`config.mk`:
```
export PLATFORM = sky130hd
export DESIGN_NAME = game_ctrl_flat
export DESIGN_NICKNAME = d
export VERILOG_FILES = /design/src/rtl/game_pkg.sv /design/src/rtl/game_ctrl_if.sv /design/src/rtl/game_ctrl_btn_repeat.sv /design/src/rtl/game_ctrl.sv /design/src/flat_wrapper.sv
export SDC_FILE = /design/constraint.sdc
export NUM_CORES = 1
export LEC_CHECK = 0
export CAP_MARGIN = 30
export CORE_AREA = 2 2 76 78
export DETAILED_ROUTE_END_ITERATION = 6
export DIE_AREA = 0 0 78 80
export PLACE_DENSITY = 0.65
export SYNTH_ARGS = -nofsm -noshare
export SYNTH_HDL_FRONTEND = slang
export SYNTH_HIERARCHICAL = 1
export SYNTH_SLANG_ARGS = --single-unit
```
`constraint.sdc`:
```
create_clock -name clk -period 3.9 [get_ports clk]
set_input_delay 0.78 -clock clk [delete_from_list [all_inputs] [get_ports clk]]
set_output_delay 0.78 -clock clk [all_outputs]
set_load 0.05 [all_outputs]
```
`src/rtl/game_pkg.sv`:
```
// Shared constants for the game sequencer, player and render blocks.
// Build option GAME_CTRL_PAUSE_EN adds a one-hot PAUSE state (6-bit game_state).
package game_pkg;

  localparam int DEF_LIVES        = 3;
  localparam int DEF_REPEAT_DELAY = 20;
  localparam int DEF_REPEAT_RATE  = 6;
  localparam int DEF_HIT_FREEZE   = 60;

  localparam int SCREEN_W = 640;
  localparam int SCREEN_H = 480;
  localparam int PLAYER_W = 32;
  localparam int PLAYER_Y = 440;

  localparam int IDX_IDLE  = 0;
  localparam int IDX_LOAD  = 1;
  localparam int IDX_PLAY  = 2;
  localparam int IDX_HIT   = 3;
  localparam int IDX_OVER  = 4;
  localparam int IDX_PAUSE = 5;

`ifdef GAME_CTRL_PAUSE_EN
  localparam int STATE_W = 6;
`else
  localparam int STATE_W = 5;
`endif

  typedef enum logic [STATE_W-1:0] {
    S_IDLE  = STATE_W'(1 << IDX_IDLE),
    S_LOAD  = STATE_W'(1 << IDX_LOAD),
    S_PLAY  = STATE_W'(1 << IDX_PLAY),
    S_HIT   = STATE_W'(1 << IDX_HIT),
`ifdef GAME_CTRL_PAUSE_EN
    S_PAUSE = STATE_W'(1 << IDX_PAUSE),
`endif
    S_OVER  = STATE_W'(1 << IDX_OVER)
  } state_t;

  // Width of a counter that must hold values 0..v.
  function automatic int cnt_w(input int v);
    return $clog2(v + 1);
  endfunction

endpackage

```
`src/rtl/game_ctrl_if.sv`:
```
// Button/collision inputs and player/render outputs of the game sequencer.
// game_state is 6 bits wide when GAME_CTRL_PAUSE_EN is defined, else 5.
interface game_ctrl_if;
  import game_pkg::*;

  logic               frame_tick;
  logic               btn_start;
  logic               btn_left;
  logic               btn_right;
  logic               collision;
  logic               player_start;
  logic               move_left;
  logic               move_right;
  logic               game_active;
  logic [2:0]         lives;
  logic [STATE_W-1:0] game_state;

  modport master (
    output frame_tick, btn_start, btn_left, btn_right, collision,
    input  player_start, move_left, move_right, game_active, lives, game_state
  );

  modport slave (
    input  frame_tick, btn_start, btn_left, btn_right, collision,
    output player_start, move_left, move_right, game_active, lives, game_state
  );
endinterface

```
`src/rtl/game_ctrl_btn_repeat.sv`:
```
// One direction button: rising-edge press pulse plus frame-paced auto-repeat.
// Unaffected by GAME_CTRL_PAUSE_EN; the parent drops enable outside PLAY.
module btn_repeat
  import game_pkg::*;
#(
  parameter int REPEAT_DELAY = DEF_REPEAT_DELAY,
  parameter int REPEAT_RATE  = DEF_REPEAT_RATE
) (
  input  logic clk,
  input  logic reset,
  input  logic btn,
  input  logic enable,
  input  logic frame_tick,
  output logic pulse
);

  localparam int HOLD_W = cnt_w(REPEAT_DELAY);
  localparam int RATE_W = cnt_w(REPEAT_RATE);
  localparam logic [HOLD_W-1:0] HOLD_MAX = HOLD_W'(REPEAT_DELAY);
  localparam logic [RATE_W-1:0] RATE_MAX = RATE_W'(REPEAT_RATE);

  logic              btn_q;
  logic              armed_q;
  logic [HOLD_W-1:0] hold_q;
  logic [RATE_W-1:0] rate_q;
  logic              press;

  assign press = btn & ~btn_q;

  // NOTE: state registers use non-blocking assignments so every flop samples pre-edge values.
  always_ff @(posedge clk or negedge reset) begin
    if (!reset) begin
      btn_q   <= 1'b0;
      armed_q <= 1'b0;
      hold_q  <= '0;
      rate_q  <= '0;
      pulse   <= 1'b0;
    end else begin
      btn_q <= btn;
      pulse <= 1'b0;
      // Losing enable disarms; after that only a fresh rising edge re-arms.
      if (!enable || !btn) begin
        armed_q <= 1'b0;
        hold_q  <= '0;
        rate_q  <= '0;
      end else if (press) begin
        armed_q <= 1'b1;
        hold_q  <= '0;
        rate_q  <= '0;
        pulse   <= 1'b1;
      end else if (armed_q && frame_tick) begin
        if (hold_q != HOLD_MAX) begin
          hold_q <= hold_q + 1'b1;
          if (hold_q + 1'b1 == HOLD_MAX) pulse <= 1'b1;
        end else if (rate_q + 1'b1 == RATE_MAX) begin
          rate_q <= '0;
          pulse  <= 1'b1;
        end else begin
          rate_q <= rate_q + 1'b1;
        end
      end
    end
  end

endmodule

```
`src/rtl/game_ctrl.sv`:
```
// Game sequencer: one-hot state machine, lives counter and move-pulse generation.
// Define GAME_CTRL_PAUSE_EN to add a PAUSE state toggled by the start button in PLAY.
module game_ctrl
  import game_pkg::*;
#(
  parameter int LIVES        = DEF_LIVES,
  parameter int REPEAT_DELAY = DEF_REPEAT_DELAY,
  parameter int REPEAT_RATE  = DEF_REPEAT_RATE,
  parameter int HIT_FREEZE   = DEF_HIT_FREEZE
) (
  input  logic        clk,
  input  logic        reset,
  game_ctrl_if.slave  bus
);

  localparam int FRZ_W = cnt_w(HIT_FREEZE);
  localparam logic [FRZ_W-1:0] FRZ_MAX    = FRZ_W'(HIT_FREEZE);
  localparam logic [2:0]       LIVES_INIT = 3'(LIVES);

  state_t           state_q, state_nxt;
  logic [2:0]       lives_q, lives_nxt;
  logic [FRZ_W-1:0] freeze_q, freeze_nxt;
  logic             start_q;
  logic             start_edge;
  logic             in_play;
  logic             pulse_l, pulse_r;
  logic             move_q;

  assign start_edge = bus.btn_start & ~start_q;
  assign in_play    = (state_q == S_PLAY);

  always_ff @(posedge clk or negedge reset) begin
    if (!reset) begin
      state_q  <= S_IDLE;
      lives_q  <= LIVES_INIT;
      freeze_q <= '0;
      start_q  <= 1'b0;
      move_q   <= 1'b0;
    end else begin
      state_q  <= state_nxt;
      lives_q  <= lives_nxt;
      freeze_q <= freeze_nxt;
      start_q  <= bus.btn_start;
      move_q   <= bus.move_left | bus.move_right;
    end
  end

  // NOTE: every always_comb output is defaulted first so no path can infer a latch.
  always_comb begin
    state_nxt  = state_q;
    lives_nxt  = lives_q;
    freeze_nxt = freeze_q;
    unique case (state_q)
      S_IDLE: begin
        if (start_edge) begin
          state_nxt = S_LOAD;
          lives_nxt = LIVES_INIT;
        end
      end
      S_LOAD: state_nxt = S_PLAY;
      S_PLAY: begin
        if (bus.collision) begin
          freeze_nxt = '0;
          if (lives_q <= 3'd1) begin
            lives_nxt = '0;
            state_nxt = S_OVER;
          end else begin
            lives_nxt = lives_q - 3'd1;
            state_nxt = S_HIT;
          end
        end
`ifdef GAME_CTRL_PAUSE_EN
        else if (start_edge) begin
          state_nxt = S_PAUSE;
        end
`endif
      end
      S_HIT: begin
        if (bus.frame_tick && freeze_q != FRZ_MAX) begin
          freeze_nxt = freeze_q + 1'b1;
          if (freeze_q + 1'b1 == FRZ_MAX) state_nxt = S_LOAD;
        end
      end
      S_OVER: begin
        lives_nxt = '0;
        if (start_edge) begin
          state_nxt = S_LOAD;
          lives_nxt = LIVES_INIT;
        end
      end
`ifdef GAME_CTRL_PAUSE_EN
      S_PAUSE: begin
        if (start_edge) state_nxt = S_PLAY;
      end
`endif
      default: state_nxt = S_IDLE;
    endcase
  end

  btn_repeat #(.REPEAT_DELAY(REPEAT_DELAY), .REPEAT_RATE(REPEAT_RATE)) u_left (
    .clk        (clk),
    .reset      (reset),
    .btn        (bus.btn_left),
    .enable     (in_play & ~bus.btn_right),
    .frame_tick (bus.frame_tick),
    .pulse      (pulse_l)
  );

  btn_repeat #(.REPEAT_DELAY(REPEAT_DELAY), .REPEAT_RATE(REPEAT_RATE)) u_right (
    .clk        (clk),
    .reset      (reset),
    .btn        (bus.btn_right),
    .enable     (in_play & ~bus.btn_left),
    .frame_tick (bus.frame_tick),
    .pulse      (pulse_r)
  );

  // Pulses decided in a cycle that left PLAY (collision, pause) are dropped here,
  // and a move right after another move is suppressed so the player gets 2 cycles.
  assign bus.move_left    = pulse_l & in_play & ~move_q;
  assign bus.move_right   = pulse_r & ~pulse_l & in_play & ~move_q;
  assign bus.player_start = state_q[IDX_LOAD];
  assign bus.game_active  = state_q[IDX_PLAY];
  assign bus.lives        = lives_q;
  assign bus.game_state   = state_q;

endmodule

```
`src/flat_wrapper.sv`:
```
// flat-port wrapper written by rule: the top's interface ports become plain ports
module game_ctrl_flat import game_pkg::*;
#(
  parameter int LIVES        = DEF_LIVES,
  parameter int REPEAT_DELAY = DEF_REPEAT_DELAY,
  parameter int REPEAT_RATE  = DEF_REPEAT_RATE,
  parameter int HIT_FREEZE   = DEF_HIT_FREEZE
)
  (clk, reset, bus_frame_tick, bus_btn_start, bus_btn_left, bus_btn_right, bus_collision, bus_player_start, bus_move_left, bus_move_right, bus_game_active, bus_lives, bus_game_state);
  game_ctrl_if bus_i ();
  input  logic clk;
  input  logic reset;
  input wire logic [$bits(bus_i.frame_tick)-1:0] bus_frame_tick;
  input wire logic [$bits(bus_i.btn_start)-1:0] bus_btn_start;
  input wire logic [$bits(bus_i.btn_left)-1:0] bus_btn_left;
  input wire logic [$bits(bus_i.btn_right)-1:0] bus_btn_right;
  input wire logic [$bits(bus_i.collision)-1:0] bus_collision;
  output wire logic [$bits(bus_i.player_start)-1:0] bus_player_start;
  output wire logic [$bits(bus_i.move_left)-1:0] bus_move_left;
  output wire logic [$bits(bus_i.move_right)-1:0] bus_move_right;
  output wire logic [$bits(bus_i.game_active)-1:0] bus_game_active;
  output wire logic [$bits(bus_i.lives)-1:0] bus_lives;
  output wire logic [$bits(bus_i.game_state)-1:0] bus_game_state;
  assign bus_i.frame_tick = bus_frame_tick;
  assign bus_i.btn_start = bus_btn_start;
  assign bus_i.btn_left = bus_btn_left;
  assign bus_i.btn_right = bus_btn_right;
  assign bus_i.collision = bus_collision;
  assign bus_player_start = bus_i.player_start;
  assign bus_move_left = bus_i.move_left;
  assign bus_move_right = bus_i.move_right;
  assign bus_game_active = bus_i.game_active;
  assign bus_lives = bus_i.lives;
  assign bus_game_state = bus_i.game_state;
  game_ctrl #(.LIVES(LIVES), .REPEAT_DELAY(REPEAT_DELAY), .REPEAT_RATE(REPEAT_RATE), .HIT_FREEZE(HIT_FREEZE)) u_core (.clk(clk), .reset(reset), .bus(bus_i));
endmodule
```
==> flow_summary.yaml <==
power:
  power_leakage_nw: 1.04
  powerDensity_mw_per_mm2: 415
  ir_worst_vdd_uv: 247
status:
  status: "finished, final reports clean"
global_route:
  gr-total-overflow: 0
  top_usage_layer: "met2"
  met2_usage_pct: 26.5
  grt_antenna_before_repair: 0
  grt_pass1_wl_um: 8070
  use_met3_pct: 3.28
  grt_max_degree: 39
  grt_pass1_vias: 1806
  grt.total_usage_pct: 16.0
  gr-usage-met1_pct: 21.0
timing:
  worst-slew-pin-transition_ns: 0.868
  slew_headroom_pct: 42.1
  clock_skew_ns: 0.00609
  timing.fmax_mhz: 279
  setup_tns_ns: 0
  period_needed_ns: 3.58
  finalSetupViolCount: 0
  final_hold_viol_count: 0
  finalCritPeriodShare_pct: 91.8
  rsz0062_at_grt: "false"
  slew_viol_final: 0
clock_network:
  cts_buffer_depth: 2
  cts_tree: "built"
  clock_sinks: 38
  cts_resized: 0
  cts_inserted_buffers: 5
  htree_levels: 2
  cts_hold_buf: 0
  clk_pin_slew_ns: 0.08
  post_cts_buffers: 0
  cts-root-buf: "clkbuf_8"
  clk_latency_ns: 0.28
floorplanning:
  dieArea_mm2: 0.00624
  die_h_um: 80
  num_rows: 27
  fp.coreArea_mm2: 0.00541
  start_util_pct: 43.8
  ios: 19
  die_w_um: 78
yosys:
  synth_cells: 252
  synth-edff-count: 0
  ys_ff_latch: 38
  syn-cell-area_mm2: 0.00236
  seq_area_frac_synth_pct: 40.4
  synth.avg_cell_area_um2: 9.38
  syn_nets: 273
  ys_warn_count: 6
  async_reset_ff_share_pct: 100
  synthFlopType: "dfrtp_1"
  ys_types: 47
layout:
  nets: 283
  diodes: 0
  area_growth_pct: 10.2
  fill_cells: 520
  stdcell_area_mm2: 0.00261
  final_util_pct: 48.2
  drive_gt1_share_pct: 9.92
worst_hold_path:
  hold_depth: 1
  hp-start: "u_core/u_left/btn_q$_DFF_PN0_"
  hold_path.class: "flop to flop"
  hold_end: "u_core/u_left/armed_q$_DFFE_PN0P_"
routing:
  first_pass_iters: 4
  vias: 1864
  avgViaCountPerCell: 5.58
  drc: 0
  drtAntennaViolNets: 0
  dr.first_iter.drc_count: 91
  wire_per_inst_um: 13.7
  wirelength_um: 4590
worst_setup_path:
  rr_worst_depth: 6
  crit_required_ns: 3.12
  critPathKind: "flop to primary output"
  cp_max_fo: 9
  worst_setup_path_end_kind: "primary output"
  cp-start-kind: "flop"
  reg2reg_slack_ns: 1.61
  worstPathArrival_ns: 2.80
  r2r_end: "u_core/u_left/pulse$_DFF_PN0_"
  r2r_start: "u_core/bus.game_state[4]$_DFFE_PN0P_"
placement:
  io_buffers: 18
  dpl_cell_area_mm2: 0.00253
  hpwl_um: 3230
  gp_congestion: 0.823
run:
  cap_viol_max_count: 0
==> flip-flops by register name, summed over array words and instances (netlist names), 3 cells and up <==
register / cells
u_core/bus.lives: 3
u_core/freeze_q: 6
u_core/u_right/rate_q: 3
u_core/u_left/rate_q: 3
u_core/u_left/hold_q: 5
u_core/bus.game_state: 5
u_core/u_right/hold_q: 5
==> cells in the mapped netlist (3+ instances only) <==
library cell,n,area (um^2)
o21ai_0,15,75.1
dfstp_2,3,78.8
nand3_1,29,145
nand2_1,9,33.8
buf_6,5,56.3
dfrtp_1,35,876
or4_1,5,37.5
xnor2_1,7,61.3
a21oi_1,18,90.1
nor3b_1,5,37.5
inv_1,23,86.3
or3_1,4,25.0
nor3_1,5,25.0
mux2_2,4,45.0
o2111ai_1,5,43.8
nor2_1,10,37.5
and2_1,4,25.0
clkbuf_1,7,26.3
ha_1,14,175
nand4_1,4,25.0
o22ai_1,3,18.8
==> where the power goes <==
group          switching (W)  leakage, nW  internal, W
Combinational       0.000183        0.495     0.000126
Sequential         0.0000756        0.499     0.000442
Clock               0.000135       0.0438     0.000120
==> placed cells by master (no fill, tap or decap), types with 5 or more instances in the layout <==
cell and n:
nor3b_1 5, inv_1 23, o21ai_0 15, dfrtp_1 35
clkdlybuf4s50_1 17, a21oi_1 18, nor3_1 5, clkbuf_8 5
nand2_1 9, xnor2_1 7, or4_1 5, ha_1 14
nand3_1 29, o2111ai_1 5, nor2_1 10
==> worst max-delay path by stage <==
stage,start,end
after detailed placement,u_core/bus.game_state[4]$_DFFE_PN0P_,bus_move_right
after floorplan,u_core/bus.game_state[4]$_DFFE_PN0P_,bus_move_right
after CTS,u_core/bus.game_state[4]$_DFFE_PN0P_,bus_move_right
after global routing,u_core/bus.game_state[4]$_DFFE_PN0P_,bus_move_right
final,u_core/bus.game_state[4]$_DFFE_PN0P_,bus_move_right
after global placement,u_core/bus.game_state[4]$_DFFE_PN0P_,bus_move_right
==> layout make-up <==
class / instances / area [um^2] / area share, %
Sequential cell: 38 / 955 / 36.6
Clock inverter: 2 / 10.0 / 0.384
Inverter: 23 / 86.3 / 3.31
Timing Repair Buffer: 18 / 175 / 6.72
Tap cell: 72 / 90.1 / 3.46
Clock buffer: 5 / 68.8 / 2.64
Multi-Input combinational cell: 176 / 1220 / 46.9
==> cells by family after synthesis <==
family | share of synthesized area [%]
and+or+nand+nor | 23.3
AOI/OAI and AO/OA | 15.6
xor gates and xnor gates | 2.59
buffers and inverters | 7.99
adders and majority gates | 7.41
DFF | 40.4
muxes | 2.75
==> metrics by stage <==
step           instances  worst slack (ns)  power [W]  hold WS (ns)
2_1_floorplan        252           0.00530   0.000752         0.441
3_3_place_gp         327             0.734   0.000831         0.469
3_5_place_dp         327             0.642   0.000831         0.472
4_1_cts              334             0.312    0.00109         0.484
5_1_grt              334             0.162    0.00115         0.492
6_report             334             0.322    0.00108         0.475
==> metal layers <==
metal | share of wire, % | vias up
li1 | - | 928
met1 | 49 | 896
met2 | 47 | 38
met3 | 3.6 | 2
met4 | 0.41 | 0
met5 | 0 | -
==> worst max-delay path, stage by stage (launching register included) <==
cell	delay, ns
dfrtp_1	0.48
nor4_2	0.49
nand2_1	0.26
nor4b_1	0.42
clkdlybuf4s50_1	0.87
Power figures use the tool's default switching activity.
